==> src/rtl/multicycle_control.sv <==
// Multi-cycle MIPS main controller: a single state register sequences the shared
// ALU and unified memory; all datapath controls are decoded from that state.
module multicycle_control (
    input  logic       clk,
    input  logic       rst,
    input  logic [5:0] opcode,
    input  logic       mem_ready,
    output logic       IorD,
    output logic       ALUSrcA,
    output logic [1:0] ALUSrcB,
    output logic [1:0] ALUOp,
    output logic [1:0] PCSrc,
    output logic       IRWrite,
    output logic       PCWrite,
    output logic       Branch,
    output logic       MemWrite,
    output logic       RegWrite,
    output logic       RegDst,
    output logic       MemtoReg,
    output logic       illegal_op,
    output logic       retire,
    output logic [3:0] state
);
    localparam logic [5:0] OP_LW    = 6'b100011;
    localparam logic [5:0] OP_SW    = 6'b101011;
    localparam logic [5:0] OP_RTYPE = 6'b000000;
    localparam logic [5:0] OP_ADDI  = 6'b001000;
    localparam logic [5:0] OP_BEQ   = 6'b000100;
    localparam logic [5:0] OP_J     = 6'b000010;

    typedef enum logic [3:0] {
        FETCH    = 4'd0,
        DECODE   = 4'd1,
        MEMADR   = 4'd2,
        MEMRD    = 4'd3,
        MEMWB    = 4'd4,
        MEMWR    = 4'd5,
        EXECUTE  = 4'd6,
        ALUWB    = 4'd7,
        BRANCH   = 4'd8,
        ADDIEXEC = 4'd9,
        ADDIWB   = 4'd10,
        JUMP     = 4'd11
    } state_t;

    state_t state_reg;
    state_t state_next;

    always_ff @(posedge clk) begin
        if (rst) begin
            state_reg <= FETCH;
        end else begin
            state_reg <= state_next;
        end
    end

    always_comb begin
        state_next = FETCH;
        case (state_reg)
            FETCH:    state_next = mem_ready ? DECODE : FETCH;
            DECODE: begin
                case (opcode)
                    OP_LW, OP_SW: state_next = MEMADR;
                    OP_RTYPE:     state_next = EXECUTE;
                    OP_BEQ:       state_next = BRANCH;
                    OP_ADDI:      state_next = ADDIEXEC;
                    OP_J:         state_next = JUMP;
                    default:      state_next = FETCH;
                endcase
            end
            // Only lw and sw reach MEMADR, so anything other than sw is a load.
            MEMADR:   state_next = (opcode == OP_SW) ? MEMWR : MEMRD;
            MEMRD:    state_next = mem_ready ? MEMWB : MEMRD;
            MEMWR:    state_next = mem_ready ? FETCH : MEMWR;
            EXECUTE:  state_next = ALUWB;
            ADDIEXEC: state_next = ADDIWB;
            default:  state_next = FETCH;
        endcase
    end

    // Everything is forced low while rst is held so an aborted instruction writes nothing.
    always_comb begin
        IorD       = 1'b0;
        ALUSrcA    = 1'b0;
        ALUSrcB    = 2'b00;
        ALUOp      = 2'b00;
        PCSrc      = 2'b00;
        IRWrite    = 1'b0;
        PCWrite    = 1'b0;
        Branch     = 1'b0;
        MemWrite   = 1'b0;
        RegWrite   = 1'b0;
        RegDst     = 1'b0;
        MemtoReg   = 1'b0;
        illegal_op = 1'b0;
        retire     = 1'b0;
        state      = 4'd0;
        if (!rst) begin
            state = state_reg;
            case (state_reg)
                FETCH: begin
                    ALUSrcB = 2'b01;
                    IRWrite = mem_ready;
                    PCWrite = mem_ready;
                end
                DECODE: begin
                    ALUSrcB = 2'b11;
                    case (opcode)
                        OP_LW, OP_SW, OP_RTYPE, OP_BEQ, OP_ADDI, OP_J: illegal_op = 1'b0;
                        default:                                       illegal_op = 1'b1;
                    endcase
                end
                MEMADR: begin
                    ALUSrcA = 1'b1;
                    ALUSrcB = 2'b10;
                end
                MEMRD: IorD = 1'b1;
                MEMWB: begin
                    MemtoReg = 1'b1;
                    RegWrite = 1'b1;
                    retire   = 1'b1;
                end
                MEMWR: begin
                    IorD     = 1'b1;
                    MemWrite = 1'b1;
                    retire   = mem_ready;
                end
                EXECUTE: begin
                    ALUSrcA = 1'b1;
                    ALUOp   = 2'b10;
                end
                ALUWB: begin
                    RegDst   = 1'b1;
                    RegWrite = 1'b1;
                    retire   = 1'b1;
                end
                BRANCH: begin
                    ALUSrcA = 1'b1;
                    ALUOp   = 2'b01;
                    PCSrc   = 2'b01;
                    Branch  = 1'b1;
                    retire  = 1'b1;
                end
                ADDIEXEC: begin
                    ALUSrcA = 1'b1;
                    ALUSrcB = 2'b10;
                end
                ADDIWB: begin
                    RegWrite = 1'b1;
                    retire   = 1'b1;
                end
                JUMP: begin
                    PCSrc   = 2'b10;
                    PCWrite = 1'b1;
                    retire  = 1'b1;
                end
                default: state = state_reg;
            endcase
        end
    end
endmodule

==> config.mk <==
export PLATFORM = sky130hd
export DESIGN_NAME = multicycle_control
export DESIGN_NICKNAME = d
export VERILOG_FILES = /design/src/rtl/multicycle_control.sv
export SDC_FILE = /design/constraint.sdc
export NUM_CORES = 1
export LEC_CHECK = 0
export ABC_AREA = 0
export ABC_CLOCK_PERIOD_IN_PS = 1300
export BUFFER_PORTS_ARGS = -buffer_cell sky130_fd_sc_hd__buf_2
export CAP_MARGIN = 20
export CORE_MARGIN = 2
export CORE_UTILIZATION = 40
export CTS_BUF_LIST = sky130_fd_sc_hd__clkbuf_4
export DETAILED_ROUTE_END_ITERATION = 6
export GPL_TIMING_DRIVEN = 0
export PLACE_DENSITY = 0.72
export SLEW_MARGIN = 25
export SYNTH_ARGS = -nofsm -noshare
export SYNTH_HDL_FRONTEND = slang
export SYNTH_SLANG_ARGS = --single-unit
==> constraint.sdc <==
create_clock -name clk -period 1.3 [get_ports clk]
set_input_delay 0.26 -clock clk [delete_from_list [all_inputs] [get_ports clk]]
set_output_delay 0.26 -clock clk [all_outputs]
set_load 0.1 [all_outputs]
==> flow_summary.yaml, run 1 <==
logic_synthesis:
  synth_area_leaders: "dfxtp_1 14%, nor2_1 9.0%, nor3_1 8.5%"
  synth_top_area_cell: "dfxtp_1"
  syn_area_per_cell_um2: 6.51
  synthCells: 90
  ys.warnings.count: 0
  seq_area_frac_synth: 0.137
  synth_flop_cell: "dfxtp_1"
  synth_nets: 99
  synth_top_area_frac: 0.137
  synth_cell_types: 32
  synth.cell_area_um2: 586
  synth_edf_count: 0
  synthArstFlopShare: 0
  ys_ff_latch: 4
die:
  die_h_um: 42.3
  rows: 13
  initial_core_util: 0.439
  die_x_um: 42.3
  pin_count: 30
place:
  gp_congestion: 0.864
  placed_area_um2: 1000
  dpl.hpwl_um: 1410
  pre_cts_slack_ns: -0.625
  dp.cells: 134
  port_buffers: 29
outcome:
  outcome: "did not finish"
  stop_stage: "clock tree synthesis (4_1_cts)"
  error: "[ERROR DPL-0038] Utilization greater than 100%, impossible to legalize"
clock_tree:
  post_cts_resize_count: 122
  cts_hold_buf: 0
  cts_root_buffer: "clkbuf_4"
  cts_setup_buffers: 19
  clk_path_buf_depth: 2
  cts.sinks: 4
  numCtsBuffers: 3
  htree_levels: 1
-- Yosys cell counts (all sizes together), types with 2 or more instances --
master,n
nand3,2
xor2,2
a21boi,2
nand2,5
a2111oi,2
nor4b,3
nor3,10
nor2b,3
inv,2
dfxtp,4
nand4,2
clkbuf,5
o21ai,2
nand2b,4
o211ai,2
buf,5
a31oi,4
a21oi,6
nor2,14
or3,3
-- cells by family after synthesis --
kind of cell	Yosys count	share of synthesized area
XOR/XNOR	3	0.0449
flip-flops	4	0.137
AO/OA/AOI/OAI	22	0.274
buffers and inverters	12	0.100
AND/OR/NAND/NOR	49	0.444
-- stage by stage --
| stage | utilization | hold WS (ns) | setup TNS, ns |
|---|---|---|---|
| floorplan | - | 0.445 | -11.02 |
| global placement | 0.750 | 0.535 | -8.72 |
| detailed placement | 0.750 | 0.547 | -8.83 |
==> inputs of run 2 (changes only) <==
- ABC_CLOCK_PERIOD_IN_PS: 1300 -> 1690
- CORE_AREA: unset -> 2 2 63 65
- CORE_MARGIN: 2 -> unset
- CORE_UTILIZATION: 40 -> unset
- CTS_BUF_LIST: sky130_fd_sc_hd__clkbuf_4 -> unset
- DIE_AREA: unset -> 0 0 65 67
- PLACE_DENSITY: 0.72 -> unset
- PLACE_DENSITY_LB_ADDON: unset -> 0.15
- clock period: 1.3 -> 1.69 ns (I/O delays scaled with it)
==> run 2 against run 1 <==
Effect of this change:
- the flow now finishes, with violations (setup timing)
- synthesized cell count unchanged
- area after synthesis unchanged
==> flow_summary.yaml, run 2 <==
routing:
  ant_nets: 0
  vias: 881
  drc_errors: 0
  vias_per_cell: 4.59
  dr.pass1.iters: 4
  wl_per_cell_um: 13.1
  routed_wl_um: 2520
  initialDrtViolationCount: 15
logic_synthesis:
  netlist_top_cells_count: "14 x nor2_1, 10 x nor3_1, 6 x a21oi_1, 5 x clkbuf_1, 5 x nand2_1"
  synth_cell_types: 32
  synthArstFlopShare: 0
  synthCells: 90
  ys_ff_latch: 4
  synth_flop_cell: "dfxtp_1"
  synth.cell_area_um2: 586
  seq_area_frac_synth: 0.137
  syn_area_per_cell_um2: 6.51
  yosysMostFrequentCell: "nor2_1"
  synth_top_area_frac: 0.137
  synth_area_leaders: "dfxtp_1 14%, nor2_1 9.0%, nor3_1 8.5%"
  synth_nets: 99
  synth_edf_count: 0
  synth_top_area_cell: "dfxtp_1"
  ys.warnings.count: 0
global_route:
  grt_max_degree: 11
  grt_pass1_wl_um: 4050
  grt_util_met1: 0.147
  gr-total-overflow: 0
  grt_use_total: 0.120
  first_global_vias: 874
  globalRouteMet3Util: 0.0389
  met2_usage: 0.209
  top_usage_layer: "met2"
  antenna_found_initial: 0
clock_tree:
  cts_root_buffer: "clkbuf_8"
  cts_hold_buf: 0
  htree_levels: 1
  path_clk_slew_ns: 0.03
  clk_path_buf_depth: 2
  cts_tree: "done"
  worstSkewPairLatency_ns: 0.22
  cts.sinks: 4
  numCtsBuffers: 3
worst_setup_path:
  worst_setup_path_end_kind: "output pin"
  cp_num_buf_inv: 1
  cp_top_family: "simple AND/OR/NAND/NOR gates"
  path_cells: "or3_4, nor4b_4, buf_6"
  arrival_ns: 1.56
  critPathMaxFanout: 5
  cp-start-kind: "register"
  slowest_delay_ns: 0.42
  required_ns: 1.35
  slowest_stage: "or3_4"
  criticalPathCategory: "reg -> out"
layout:
  diodes: 0
  design_area_um2: 1630
  final_common_cell: "buf_4"
  largest_reg_flops: 4
  utilization: 0.452
  drive_gt1_frac: 0.743
  multiInputGateArea_um2: 738
  area_delta_synth_final_pct: 178
  layout_common_cells: "20 x buf_4, 13 x buf_6, 13 x buf_12"
  final.fill_count: 342
  num-nets-final: 155
  regArea_um2: 92.6
die:
  die_h_um: 67
  initial_core_util: 0.162
  rows: 22
  pin_count: 30
  core-area_um2: 3610
  die_x_um: 65
  dieArea_um2: 4360
timing:
  rsz0062_at_grt: "yes"
  hold_viol_final: 0
  hold_ws_ns: 0.474
  setup_viol: 14
  fin_crit_sh: 1.13
  min_period_ns: 1.90
  final_max_slew_viol_count: 0
  timing.fmax_mhz: 526
  tightest_slew_ns: 0.485
  slew_headroom: 0.679
  fin_ws_ns: -0.211
  finalClockSkew_ns: 0.00194
  tns_ns: -1.69
place:
  gp_congestion: 0.743
  dpl.hpwl_um: 1630
  port_buffers: 29
  placed_area_um2: 1020
worst_hold_path:
  worst_hold_path_type: "in -> reg"
outcome:
  outcome: "finished with violations"
  violations: "setup timing"
pwr:
  p_per_area_nw_per_um2: 341
  p_leak_nw: 0.607
  ir_drop_mv: 0.256
flow_run:
  max-cap-violations: 0
[run 2: layout make-up]
type                            instances  share of cell area
Buffer                                  8              0.0668
Clock buffer                            3              0.0253
Inverter                                2             0.00614
Sequential cell                         4              0.0568
Timing Repair Buffer                   53               0.355
Multi-Input combinational cell         74               0.453
Tap cell                               48              0.0369
[run 2: what timing repair did]
item                       CTS  global route
setup endpoints to repair   20            20
buffers inserted            12            13
pin swaps                   11            10
gates resized for setup     79            29
[run 2: logic make-up (layout without fill, tap and decap cells)]
group	count (synthesis)	after routing	share of synthesized area
XOR/XNOR	3	3	0.0449
AO/OA/AOI/OAI	22	22	0.274
AND/OR/NAND/NOR	49	49	0.444
buffers and inverters	12	66	0.100
flip-flops	4	4	0.137
[run 2: power breakdown]
group	switching, mW	total (mW)	internal [mW]
combinational	0.152	0.254	0.103
clock	0.0500	0.202	0.152
sequential	0.00450	0.0987	0.0942
total	0.206	0.555	0.349
[run 2: stage by stage]
stage,total power [mW],setup slack [ns],cells
final,0.555,-0.211,192
after global routing,0.585,-0.268,192
after CTS,0.536,-0.232,181
after detailed placement,0.287,-0.337,167
after global placement,0.286,-0.369,167
after floorplan,0.246,-0.602,90
[run 2: path summary, 6_finish.rpt]
path	cells past startpoint	startpoint	to	slack (ns)
max reg2reg	8	state_reg[1]$_SDFF_PP0_	state_reg[2]$_SDFF_PP0_	0.17
min reg2reg	2	state_reg[0]$_SDFF_PP0_	state_reg[3]$_SDFF_PP0_	0.65
max	3	state_reg[3]$_SDFF_PP0_	illegal_op	-0.21
min	4	opcode[4]	state_reg[2]$_SDFF_PP0_	0.47
[run 2: worst reg2reg max path, cell delays in order, from the launching register on]
cell and delay [ns]:
dfxtp_2 0.30, buf_6 0.12, nand2b_4 0.14, buf_6 0.13, buf_12 0.12, buf_4 0.14
o32ai_1 0.25, nand2_1 0.10, a21oi_1 0.15
[run 2: per-layer routing]
metal	up-vias	wire length, µm
met5	-	0
li1	441	-
met2	20	1340
met1	420	1070
met4	0	0
met3	0	103
Note: power is estimated with default switching activity, not from simulation.
